### config.mk
export PLATFORM = sky130hd
export DESIGN_NAME = mystic_fetch_flat
export DESIGN_NICKNAME = d
export VERILOG_FILES = /design/src/rtl/mystic_pkg.sv /design/src/rtl/mystic_fetch_if.sv /design/src/rtl/mystic_fetch.sv /design/src/flat_wrapper.sv
export SDC_FILE = /design/constraint.sdc
export NUM_CORES = 1
export LEC_CHECK = 0
export CAP_MARGIN = 10
export CELL_PAD_IN_SITES_DETAIL_PLACEMENT = 1
export CELL_PAD_IN_SITES_GLOBAL_PLACEMENT = 1
export CORE_UTILIZATION = 31
export CTS_BUF_LIST = sky130_fd_sc_hd__clkbuf_8 sky130_fd_sc_hd__clkbuf_16
export DETAILED_ROUTE_END_ITERATION = 10
export PLACE_DENSITY_LB_ADDON = 0.1
export SYNTH_ARGS = -nofsm -noshare
export SYNTH_HDL_FRONTEND = slang
export SYNTH_SLANG_ARGS = --single-unit
### constraint.sdc
create_clock -name clk_i -period 2.3 [get_ports clk_i]
set_clock_uncertainty 0.1 [all_clocks]
set_input_delay 0.345 -clock clk_i [delete_from_list [all_inputs] [get_ports clk_i]]
set_output_delay 0.345 -clock clk_i [all_outputs]
set_load 0.02 [all_outputs]
### src/rtl/mystic_pkg.sv
// Shared types and constants for the mystic fetch stage.
package mystic_pkg;

  // One-hot so each state decode is a single flop bit.
  typedef enum logic [3:0] {
    S_FETCH = 4'b0001,
    S_WAIT  = 4'b0010,
    S_KILL  = 4'b0100,
    S_HOLD  = 4'b1000
  } fetch_state_t;

  localparam int          ILEN_C        = 2;
  localparam int          ILEN_32       = 4;
  localparam logic [31:0] BOOT_ADDR_DEF = 32'h0000_0000;

endpackage

### src/rtl/mystic_fetch_if.sv
// Fetch-stage bundle: control from execute, the memory instruction port and the decode handshake.
interface mystic_fetch_if #(
  parameter int ADDR_WIDTH = 32
);
  logic                  core_en_i;
  logic                  redirect_i;
  logic [ADDR_WIDTH-1:0] redirect_pc_i;
  logic                  mem_free_i;
  logic                  mem_rd_instr_o;
  logic [ADDR_WIDTH-1:0] mem_addr_o;
  logic                  mem_ready_i;
  logic [31:0]           mem_instr_i;
  logic                  mem_is_compressed_i;
  logic                  instr_valid_o;
  logic [31:0]           instr_o;
  logic [ADDR_WIDTH-1:0] instr_pc_o;
  logic                  instr_compressed_o;
  logic                  instr_ready_i;

  modport master (
    input  core_en_i, redirect_i, redirect_pc_i, mem_free_i,
    input  mem_ready_i, mem_instr_i, mem_is_compressed_i, instr_ready_i,
    output mem_rd_instr_o, mem_addr_o,
    output instr_valid_o, instr_o, instr_pc_o, instr_compressed_o
  );

  modport slave (
    output core_en_i, redirect_i, redirect_pc_i, mem_free_i,
    output mem_ready_i, mem_instr_i, mem_is_compressed_i, instr_ready_i,
    input  mem_rd_instr_o, mem_addr_o,
    input  instr_valid_o, instr_o, instr_pc_o, instr_compressed_o
  );
endinterface

### src/rtl/mystic_fetch.sv
// Instruction fetch: PC register plus a four-state FSM that issues one read at a time,
// buffers one instruction for decode and squashes in-flight reads on redirect.
module mystic_fetch
  import mystic_pkg::*;
#(
  parameter int                    ADDR_WIDTH = 32,
  parameter logic [ADDR_WIDTH-1:0] BOOT_ADDR  = BOOT_ADDR_DEF[ADDR_WIDTH-1:0]
) (
  input  logic           clk_i,
  input  logic           rst_i,
  mystic_fetch_if.master bus
);

  fetch_state_t          r_state;
  logic [ADDR_WIDTH-1:0] r_pc;
  logic [ADDR_WIDTH-1:0] r_mem_addr;
  logic [ADDR_WIDTH-1:0] r_instr_pc;
  logic                  r_mem_rd;
  logic                  r_valid;
  logic                  r_comp;
  logic [31:0]           r_instr;

  logic [ADDR_WIDTH-1:0] w_redir_pc;
  logic [ADDR_WIDTH-1:0] w_ilen;

  // Targets are halfword aligned; bit 0 is dropped rather than trapped.
  assign w_redir_pc = {bus.redirect_pc_i[ADDR_WIDTH-1:1], 1'b0};
  assign w_ilen     = bus.mem_is_compressed_i ? ADDR_WIDTH'(ILEN_C) : ADDR_WIDTH'(ILEN_32);

  always_ff @(posedge clk_i) begin
    if (rst_i) begin
      r_state    <= S_FETCH;
      r_pc       <= BOOT_ADDR;
      r_mem_rd   <= 1'b0;
      r_mem_addr <= '0;
      r_valid    <= 1'b0;
      r_instr    <= '0;
      r_instr_pc <= '0;
      r_comp     <= 1'b0;
    end else if (!bus.core_en_i) begin
      // Memory idles while disabled, so nothing is left outstanding; the address just holds.
      r_state    <= S_FETCH;
      r_pc       <= BOOT_ADDR;
      r_mem_rd   <= 1'b0;
      r_valid    <= 1'b0;
      r_instr    <= '0;
      r_instr_pc <= '0;
      r_comp     <= 1'b0;
    end else begin
      r_mem_rd <= 1'b0;
      case (r_state)
        S_FETCH: begin
          if (bus.redirect_i) begin
            r_pc <= w_redir_pc;
          end else if (bus.mem_free_i) begin
            r_mem_rd   <= 1'b1;
            r_mem_addr <= r_pc;
            r_state    <= S_WAIT;
          end
        end
        S_WAIT: begin
          if (bus.redirect_i) begin
            r_pc    <= w_redir_pc;
            r_state <= bus.mem_ready_i ? S_FETCH : S_KILL;
          end else if (bus.mem_ready_i) begin
            r_instr    <= bus.mem_instr_i;
            r_instr_pc <= r_mem_addr;
            r_comp     <= bus.mem_is_compressed_i;
            r_valid    <= 1'b1;
            r_pc       <= r_pc + w_ilen;
            r_state    <= S_HOLD;
          end
        end
        S_KILL: begin
          if (bus.redirect_i) r_pc <= w_redir_pc;
          if (bus.mem_ready_i) r_state <= S_FETCH;
        end
        S_HOLD: begin
          // Redirect beats a same-cycle accept: the held instruction is not transferred.
          if (bus.redirect_i) begin
            r_valid <= 1'b0;
            r_pc    <= w_redir_pc;
            r_state <= S_FETCH;
          end else if (bus.instr_ready_i) begin
            r_valid <= 1'b0;
            r_state <= S_FETCH;
          end
        end
        default: r_state <= S_FETCH;
      endcase
    end
  end

  assign bus.mem_rd_instr_o     = r_mem_rd;
  assign bus.mem_addr_o         = r_mem_addr;
  assign bus.instr_valid_o      = r_valid;
  assign bus.instr_o            = r_instr;
  assign bus.instr_pc_o         = r_instr_pc;
  assign bus.instr_compressed_o = r_comp;

endmodule

### src/flat_wrapper.sv
// flat-port wrapper written by rule: the top's interface ports become plain ports
module mystic_fetch_flat import mystic_pkg::*;
#(
  parameter int                    ADDR_WIDTH = 32,
  parameter logic [ADDR_WIDTH-1:0] BOOT_ADDR  = BOOT_ADDR_DEF[ADDR_WIDTH-1:0]
)
  (clk_i, rst_i, bus_core_en_i, bus_redirect_i, bus_redirect_pc_i, bus_mem_free_i, bus_mem_ready_i, bus_mem_instr_i, bus_mem_is_compressed_i, bus_instr_ready_i, bus_mem_rd_instr_o, bus_mem_addr_o, bus_instr_valid_o, bus_instr_o, bus_instr_pc_o, bus_instr_compressed_o);
  mystic_fetch_if #(.ADDR_WIDTH(ADDR_WIDTH)) bus_i ();
  input  logic clk_i;
  input  logic rst_i;
  input wire logic [$bits(bus_i.core_en_i)-1:0] bus_core_en_i;
  input wire logic [$bits(bus_i.redirect_i)-1:0] bus_redirect_i;
  input wire logic [$bits(bus_i.redirect_pc_i)-1:0] bus_redirect_pc_i;
  input wire logic [$bits(bus_i.mem_free_i)-1:0] bus_mem_free_i;
  input wire logic [$bits(bus_i.mem_ready_i)-1:0] bus_mem_ready_i;
  input wire logic [$bits(bus_i.mem_instr_i)-1:0] bus_mem_instr_i;
  input wire logic [$bits(bus_i.mem_is_compressed_i)-1:0] bus_mem_is_compressed_i;
  input wire logic [$bits(bus_i.instr_ready_i)-1:0] bus_instr_ready_i;
  output wire logic [$bits(bus_i.mem_rd_instr_o)-1:0] bus_mem_rd_instr_o;
  output wire logic [$bits(bus_i.mem_addr_o)-1:0] bus_mem_addr_o;
  output wire logic [$bits(bus_i.instr_valid_o)-1:0] bus_instr_valid_o;
  output wire logic [$bits(bus_i.instr_o)-1:0] bus_instr_o;
  output wire logic [$bits(bus_i.instr_pc_o)-1:0] bus_instr_pc_o;
  output wire logic [$bits(bus_i.instr_compressed_o)-1:0] bus_instr_compressed_o;
  assign bus_i.core_en_i = bus_core_en_i;
  assign bus_i.redirect_i = bus_redirect_i;
  assign bus_i.redirect_pc_i = bus_redirect_pc_i;
  assign bus_i.mem_free_i = bus_mem_free_i;
  assign bus_i.mem_ready_i = bus_mem_ready_i;
  assign bus_i.mem_instr_i = bus_mem_instr_i;
  assign bus_i.mem_is_compressed_i = bus_mem_is_compressed_i;
  assign bus_i.instr_ready_i = bus_instr_ready_i;
  assign bus_mem_rd_instr_o = bus_i.mem_rd_instr_o;
  assign bus_mem_addr_o = bus_i.mem_addr_o;
  assign bus_instr_valid_o = bus_i.instr_valid_o;
  assign bus_instr_o = bus_i.instr_o;
  assign bus_instr_pc_o = bus_i.instr_pc_o;
  assign bus_instr_compressed_o = bus_i.instr_compressed_o;
  mystic_fetch #(.ADDR_WIDTH(ADDR_WIDTH), .BOOT_ADDR(BOOT_ADDR)) u_core (.clk_i(clk_i), .rst_i(rst_i), .bus(bus_i));
endmodule
== Word-level counts from Yosys, hierarchy flattened ==
Index checks and enable logic that the tools add are counted.
W data, S select, Z words.

* Add/sub/neg operators: 1
* Equal/unequal tests: 12
* Mux-type cells: 20
* Bitwise operators: 3
* Reductions and logical operators: 10

{| class="wikitable"
|+ Operator list
! kind !! count
|-
| $mux W32 || 3
|-
| $pmux W32 S2 || 1
|-
| $add A32 B32 Y32 || 1
|-
| $mux W4 || 7
|-
| $pmux W4 S4 || 1
|-
| $ne A2 B2 Y1 const B || 5
|-
| $reduce_and A4 Y1 || 2
|-
| $mux W3 || 2
|-
| $ne A3 B3 Y1 const B || 2
|-
| $reduce_and A3 Y1 || 2
|-
| $mux W1 || 5
|-
| $reduce_and A5 Y1 || 1
|-
| $eq A4 B1 Y1 const B || 1
|-
| $eq A4 B2 Y1 const B || 1
|-
| $eq A4 B3 Y1 const B || 1
|-
| $eq A4 B4 Y1 const B || 1
|-
| $reduce_bool A2 Y1 || 2
|-
| $reduce_or A4 Y1 || 1
|-
| $not A1 Y1 || 3
|-
| $reduce_or A3 Y1 || 1
|-
| $ne A2 B1 Y1 const B || 1
|-
| $pmux W1 S2 || 1
|-
| $reduce_or A2 Y1 || 1
|}

* Register bits: 135
* Output and inout port bits: 99
* Word-level logic and storage cells: 54

== Longest topological paths before layout ==
Gate-level depths: netlist (run 1).

* Depth after elaboration: 5
* Depth in mapped cells: 9

== Worst setup path before layout (run 1) ==
Ideal clock, no wire load.

* Kind: input to register
* Start: input port bus_mem_is_compressed_i
* End: register u_core.r_pc[17]
* Setup time: 103 ps
* Arrival time: 2,088 ps
* Slack: 9 ps
* Stages on the path: 9
* Path buffers: 1
* Cell sequence: ha_1 -> inv_1 -> fa_1 -> nand4b_1 -> nor4_1 -> buf_2 -> a31o_2 -> a21oi_1 -> a2111oi_2

* Word-level cells in the longest chain between the ends: 5

{| class="wikitable"
|+ Ends and longest elaborated chain
! what !! RTL line !! text
|-
| start, declared || flat_wrapper.sv:17 || <nowiki>input wire logic [$bits(bus_i.mem_is_compressed_i)-1:0] bus_mem_is_compressed_i;</nowiki>
|-
| $mux W3 || mystic_fetch.sv:28 || <nowiki>assign w_ilen = bus.mem_is_compressed_i ? ADDR_WIDTH'(ILEN_C) : ADDR_WIDTH'(ILEN_32);</nowiki>
|-
| $add A32 B32 Y32 || mystic_fetch.sv:70 || <nowiki>r_pc <= r_pc + w_ilen;</nowiki>
|-
| $mux W32 || mystic_fetch.sv:65 || <nowiki>end else if (bus.mem_ready_i) begin</nowiki>
|-
| $mux W32 || mystic_fetch.sv:62 || <nowiki>if (bus.redirect_i) begin</nowiki>
|-
| $pmux W32 S2 || mystic_fetch.sv:51 || <nowiki>case (r_state)</nowiki>
|-
| end signal, assigned || mystic_fetch.sv:54 || <nowiki>r_pc <= w_redir_pc;</nowiki>
|-
| end signal, assigned || mystic_fetch.sv:63 || <nowiki>r_pc <= w_redir_pc;</nowiki>
|-
| end signal, assigned || mystic_fetch.sv:70 ||
|-
| end, declared || mystic_fetch.sv:15 || <nowiki>logic [ADDR_WIDTH-1:0] r_pc;</nowiki>
|}

Every way passes these cells. The select of a mux whose other input is x is not followed.
A chain may end at the register's enable or synchronous reset.

== Worst setup path after layout (run 1) ==
* Start: register u_core.r_pc[1]
* End: register u_core.r_pc[29]

* Word-level cells in the longest chain between the ends: 4

{| class="wikitable"
|+ Ends and longest elaborated chain
! what !! RTL line
|-
| $add A32 B32 Y32 || mystic_fetch.sv:70
|-
| $mux W32 || mystic_fetch.sv:65
|-
| $mux W32 || mystic_fetch.sv:62
|-
| $pmux W32 S2 || mystic_fetch.sv:51
|}

Every way passes these cells. The select of a mux whose other input is x is not followed.

==> impl_metrics.toml, run 1 <==
[status]
status = "finished, final reports clean"

[global_route]
grt_pass1_vias = 6034
track_usage = 0.2034
grt-ovfl-total = 0
grt_first_pass_wirelength_um = 31370
antenna_found_initial = 0
grt_max_degree = 38

[worst_setup_path]
worst-path-buf-inv = 1
slowest_delay_ns = 0.42
end_kind = "flip-flop"
critPathRequiredTime_ns = 2.53
setup.worst_path.start_class = "flip-flop"
cpMaxStageDelayCell = "or4_4"
path_cells = "ha_4 > inv_2 > fa_2 > nand4b_1 > nor4_4 > nand2_1 > or4_4 > a41oi_2"
crit_arrival_ns = 2.45
critical_path.top_delay_family = "simple AND/OR/NAND/NOR gates"
worstSetupPathType = "flip-flop to flip-flop"
cp_max_fo = 2

[final_layout]
fillers = 2142
layout_common_cells = "nand2_1, clkdlybuf4s50_1, dfxtp_1, a21oi_1, buf_4"
nNetsFinal = 991
fin_cells = 1157
final_common_cell = "nand2_1"
synthToLayoutAreaGrowth_pct = 51.28
layout-drive-gt1-share = 0.1293
design_area_um2 = 8678
diodes = 0

[placement]
post-place-ws_ns = -0.6387
place_inst = 1121
hpwl_um = 14170
io_buffers = 167
place_congestion = 0.7993
placed_area_um2 = 7969

[detailed_routing]
remaining_drc_errors = 0
drt_wl_total_um = 19380
vias = 5889
first_pass_iters = 4
postRouteAntennaNets = 0
post_drt_wl_per_cell_um = 16.75
via_per_inst = 5.090
drt_iter0_drc = 218

[floorplanning]
ios = 171
start_util = 0.3183
die_x_um = 138.0
core-area_um2 = 18020
die-area_um2 = 19050
dieHeight_um = 138.0
row_count = 49

[timing]
fin_crit_ns = 2.222
finalSetupViolCount = 0
finalSetupTns_ns = 0
drv_slew = 0
tightest_slew_ns = 0.5043
hold_viol_final = 0
slew_headroom = 0.6590
rsz0062_at_grt = "true"
period_share = 0.9662
fin_ws_ns = 0.07776
fmax_ghz = 0.4500

[synthesis]
netlist_area_um2 = 5737
synth.area.top_cells = "dfxtp_1, nand2_1, a21oi_1"
synth_top_area_cell = "dfxtp_1"
ys_seq_elements = 132
ys_warn_count = 0
netlist.area_leader.share = 0.4606
synth_edf_count = 0
synthXorXnorAreaFrac = 0.001527
synth-seq-area-share = 0.4606
synthAdderAreaFrac = 0.007852
synth_compound_area_frac = 0.2275
synthFlopType = "dfxtp_1"
synth.distinct_cells = 65
synth_top_family_by_area = "simple AND/OR/NAND/NOR gates"
avgSynthCellArea_um2 = 7.848
synth_simple_gate_area_frac = 0.2434
synthArstFlopShare = 0
synthMuxAreaShare = 0.005453
synthCells = 731

[clocking]
ctsHoldBuffers = 0
clock-sinks = 132
root_buffer = "clkbuf_16"
clockBufferDepth = 2
cts_buffers = 17
cts.clk_slew.worst_paths_ns = 0.06
cts_tree = "built"
insertion_delay_ns = 0.41
cts_max_level = 4

[flow_run]
drv_cap = 0

[pwr]
powerDensity_nw_per_um2 = 667.2
power_uw = 5790
peakVddDrop_mv = 0.4866
power.leakage_uw = 0.002962

[hold_path]
hp-class = "flip-flop to flip-flop"
worst reg2reg max path, stage by stage (launching register included):
cell	delay [ns]
dfxtp_2	0.35
ha_4	0.14
inv_2	0.04
fa_2	0.35
nand4b_1	0.26
nor4_4	0.22
nand2_1	0.11
or4_4	0.42
a41oi_2	0.16
what timing repair did:
item / in CTS / in global routing
gates resized for setup: 16 / 9
setup buffers: 4 / 1
pin swaps: 10 / 5
setup endpoints to repair: 9 / 17
cell usage after synthesis, types with 10 or more instances:
cell type / count
buf_2: 29
a211oi_1: 13
nand4_1: 10
nor2_1: 15
clkbuf_1: 28
dfxtp_1: 132
nand2_1: 221
nand3_1: 13
nor3_1: 10
a21oi_1: 124
o21ai_0: 26
state kept, by name, summed over array words and instances, names as in the netlist:
| register | flops |
|---|---|
| u_core.r_state | 4 |
| u_core.bus.instr_compressed_o | 1 |
| u_core.bus.mem_addr_o | 31 |
| u_core.bus.instr_pc_o | 31 |
| u_core.r_pc | 31 |
| u_core.bus.instr_o | 32 |
| u_core.bus.instr_valid_o | 1 |
| u_core.bus.mem_rd_instr_o | 1 |
layout make-up:
cell class	count	area (um^2)	area share
multi-input combinational	532	2895	0.3336
sequential	132	2646	0.3049
timing repair buffer	227	2245	0.2587
clock buffer	18	439.2	0.05061
tap	229	286.5	0.03302
clock inverter	13	143.9	0.01658
inverter	6	22.52	0.002595
metal layers:
metal  share of wire  global-route usage  routed length, um
met1            0.46              0.2523               8872
met2            0.49              0.3553               9583
met3           0.040             0.04503                777
met4          0.0076             0.05090                147
met5               0                   0                  0
cells by family (layout without fill, tap and decap cells):
group	count (synthesis)	in the layout
other	1	2
and+or+nand+nor	308	308
AOI/OAI and AO/OA	215	215
adders and majority gates	3	3
buffers and inverters	68	264
DFF	132	132
xor gates and xnor gates	1	1
muxes	3	3
final timing paths:
kind / startpoint / to / slack (ns) / cells past startpoint
worst min-delay path: u_core.bus.instr_pc_o[29] / u_core.bus.instr_pc_o[29] / 0.35 / 2
worst max register to register: u_core.r_pc[1] / u_core.r_pc[29] / 0.08 / 8
worst max-delay path: u_core.r_pc[1] / u_core.r_pc[29] / 0.08 / 8
worst min register to register: u_core.bus.instr_pc_o[29] / u_core.bus.instr_pc_o[29] / 0.35 / 2
where the power goes:
| part | total, uW | internal (uW) | switching [uW] |
|---|---|---|---|
| combinational | 700 | 349 | 351 |
| clock | 2690 | 1710 | 982 |
| sequential | 2400 | 2330 | 69.0 |
| total | 5790 | 4390 | 1400 |
through the flow:
step | util | hold slack [ns]
6_report | 0.4815 | 0.3521
5_1_grt | 0.4815 | 0.3762
4_1_cts | 0.4791 | 0.3548
3_5_place_dp | 0.4421 | 0.3469
3_3_place_gp | 0.4421 | 0.3399
2_1_floorplan | - | 0.3447
No activity file was read; power rests on OpenSTA's default activity.
==> run 2: changes to the inputs <==
Settings changed: CAP_MARGIN 10 to not set, REMOVE_ABC_BUFFERS set to 1.
==> impl_metrics.toml, run 2 (synthesis gave the netlist of run 1 again) <==
[clocking]
clockBufferDepth = 2
cts_max_level = 4
ctsHoldBuffers = 0
cts_buffers = 17
root_buffer = "clkbuf_16"
insertion_delay_ns = 0.42
cts.clk_slew.worst_paths_ns = 0.06
clock-sinks = 132
cts_tree = "built"

[floorplanning]
row_count = 49
dieHeight_um = 138.0
die_x_um = 138.0
start_util = 0.3183
core-area_um2 = 18020
die-area_um2 = 19050
ios = 171

[worst_setup_path]
cp_max_fo = 4
r2r-start = "u_core.r_pc[1]"
worstSetupPathType = "flip-flop to flip-flop"
setup.worst_path.start_class = "flip-flop"
end_kind = "flip-flop"
worst_r2r_path_depth = 8
critPathRequiredTime_ns = 2.54
worstReg2RegEnd = "u_core.r_pc[29]"
reg2reg_slack_ns = -0.0003
crit_arrival_ns = 2.54

[detailed_routing]
remaining_drc_errors = 0
postRouteAntennaNets = 0
drt_iter0_drc = 181
vias = 5893
via_per_inst = 5.076
first_pass_iters = 5
post_drt_wl_per_cell_um = 16.63
drt_wl_total_um = 19310

[placement]
post-place-ws_ns = -0.7125
place_inst = 1126
io_buffers = 167
hpwl_um = 13980
place_congestion = 0.8537

[global_route]
antenna_found_initial = 0
grt_first_pass_wirelength_um = 32160
use_met1 = 0.2520
grt-busiest-layer = "met2"
met3_usage = 0.05092
gr-usage-met2 = 0.3626
track_usage = 0.2080
grt-ovfl-total = 0
grt_pass1_vias = 6248
grt_max_degree = 49

[timing]
finalSetupViolCount = 1
rsz0062_at_grt = "true"
hold_viol_final = 0
fmax_ghz = 0.4347
finalSetupTns_ns = -0.0002702
fin_ws_ns = -0.0002702
slew_headroom = 0.6272
period_share = 1.000
tightest_slew_ns = 0.5514
drv_slew = 0
fin_crit_ns = 2.300

[final_layout]
fillers = 2115
layout-drive-gt1-share = 0.1373
final_common_cell = "nand2_1"
final_util = 0.4828
synthToLayoutAreaGrowth_pct = 51.69
fin_cells = 1161
diodes = 0
largest_reg_flops = 32
layout_common_cells = "nand2_1, clkdlybuf4s50_1, dfxtp_1, a21oi_1, buf_4"
nNetsFinal = 995

[flow_run]
drv_cap = 0

[pwr]
powerDensity_nw_per_um2 = 651.4
power_uw = 5669
power.leakage_uw = 0.002978
peakVddDrop_mv = 0.5107

[status]
violations = "setup timing"
status = "finished, violations left"

[hold_path]
hp-class = "flip-flop to flip-flop"
hold_end = "u_core.bus.instr_pc_o[31]"
min_from = "u_core.bus.instr_pc_o[31]"
holdPathStages = 2
run 2: cell count changes in the layout (fill, tap and decap cells not counted), sizes merged:
cell	previous run	this run
clkbuf	18	20
buf	60	64
inv	9	8
bufinv	3	1
clkinv	7	4
clkinvlp	0	4
run 2: per-stage QoR:
stage / hold slack [ns] / area, um^2
6_report: 0.3521 / 8702
3_5_place_dp: 0.3475 / 8019
3_3_place_gp: 0.3410 / 8019
5_1_grt: 0.3681 / 8702
2_1_floorplan: 0.3141 / 5459
4_1_cts: 0.3555 / 8633
run 2: worst max-delay path, stage by stage (launching register included):
cell,delay (ns)
dfxtp_2,0.35
ha_4,0.15
inv_2,0.04
fa_2,0.37
nand4b_1,0.26
nor4_4,0.25
nand2_2,0.12
or4_4,0.43
a41oi_2,0.16
run 2: what timing repair did:
item / 4_1_cts / 5_1_grt
pin swaps: 12 / 6
gates cloned: 0 / 0
setup buffers: 2 / 2
setup endpoints to repair: 12 / 9
resized for setup: 17 / 11
run 2: where the power goes:
| group | total, uW | switching, uW | internal, uW |
|---|---|---|---|
| clock network | 2530 | 982 | 1550 |
| registers | 2400 | 63.8 | 2330 |
| logic | 744 | 368 | 375 |
| total | 5670 | 1410 | 4250 |
run 2: area by class of cell:
| type | count | area (um^2) | area share |
|---|---|---|---|
| Clock buffer | 20 | 466.7 | 0.05363 |
| Timing Repair Buffer | 231 | 2291 | 0.2633 |
| Clock inverter | 11 | 87.58 | 0.01006 |
| Sequential cell | 132 | 2644 | 0.3038 |
| Multi-Input combinational cell | 532 | 2904 | 0.3337 |
| Inverter | 6 | 22.52 | 0.002588 |
| Tap cell | 229 | 286.5 | 0.03293 |
run 2: routing by layer:
| layer | vias to the layer above | routed length, um |
|---|---|---|
| met5 | - | 0 |
| met4 | 0 | 266 |
| met3 | 25 | 865 |
| met2 | 143 | 9478 |
| met1 | 2821 | 8697 |
| li1 | 2904 | - |
run 2: how the worst max path moves through the flow:
stage / from / endpoint / slack, ns
after detailed placement: bus_mem_is_compressed_i / u_core.r_pc[17] / -0.71
after global placement: bus_mem_is_compressed_i / u_core.r_pc[17] / -0.58
final: u_core.r_pc[1] / u_core.r_pc[29] / -0.0003
after global routing: u_core.r_pc[1] / u_core.r_pc[17] / -0.11
after CTS: u_core.r_pc[1] / u_core.r_pc[29] / -0.18
after floorplan: u_core.r_state[2] / u_core.r_pc[25] / -2.68
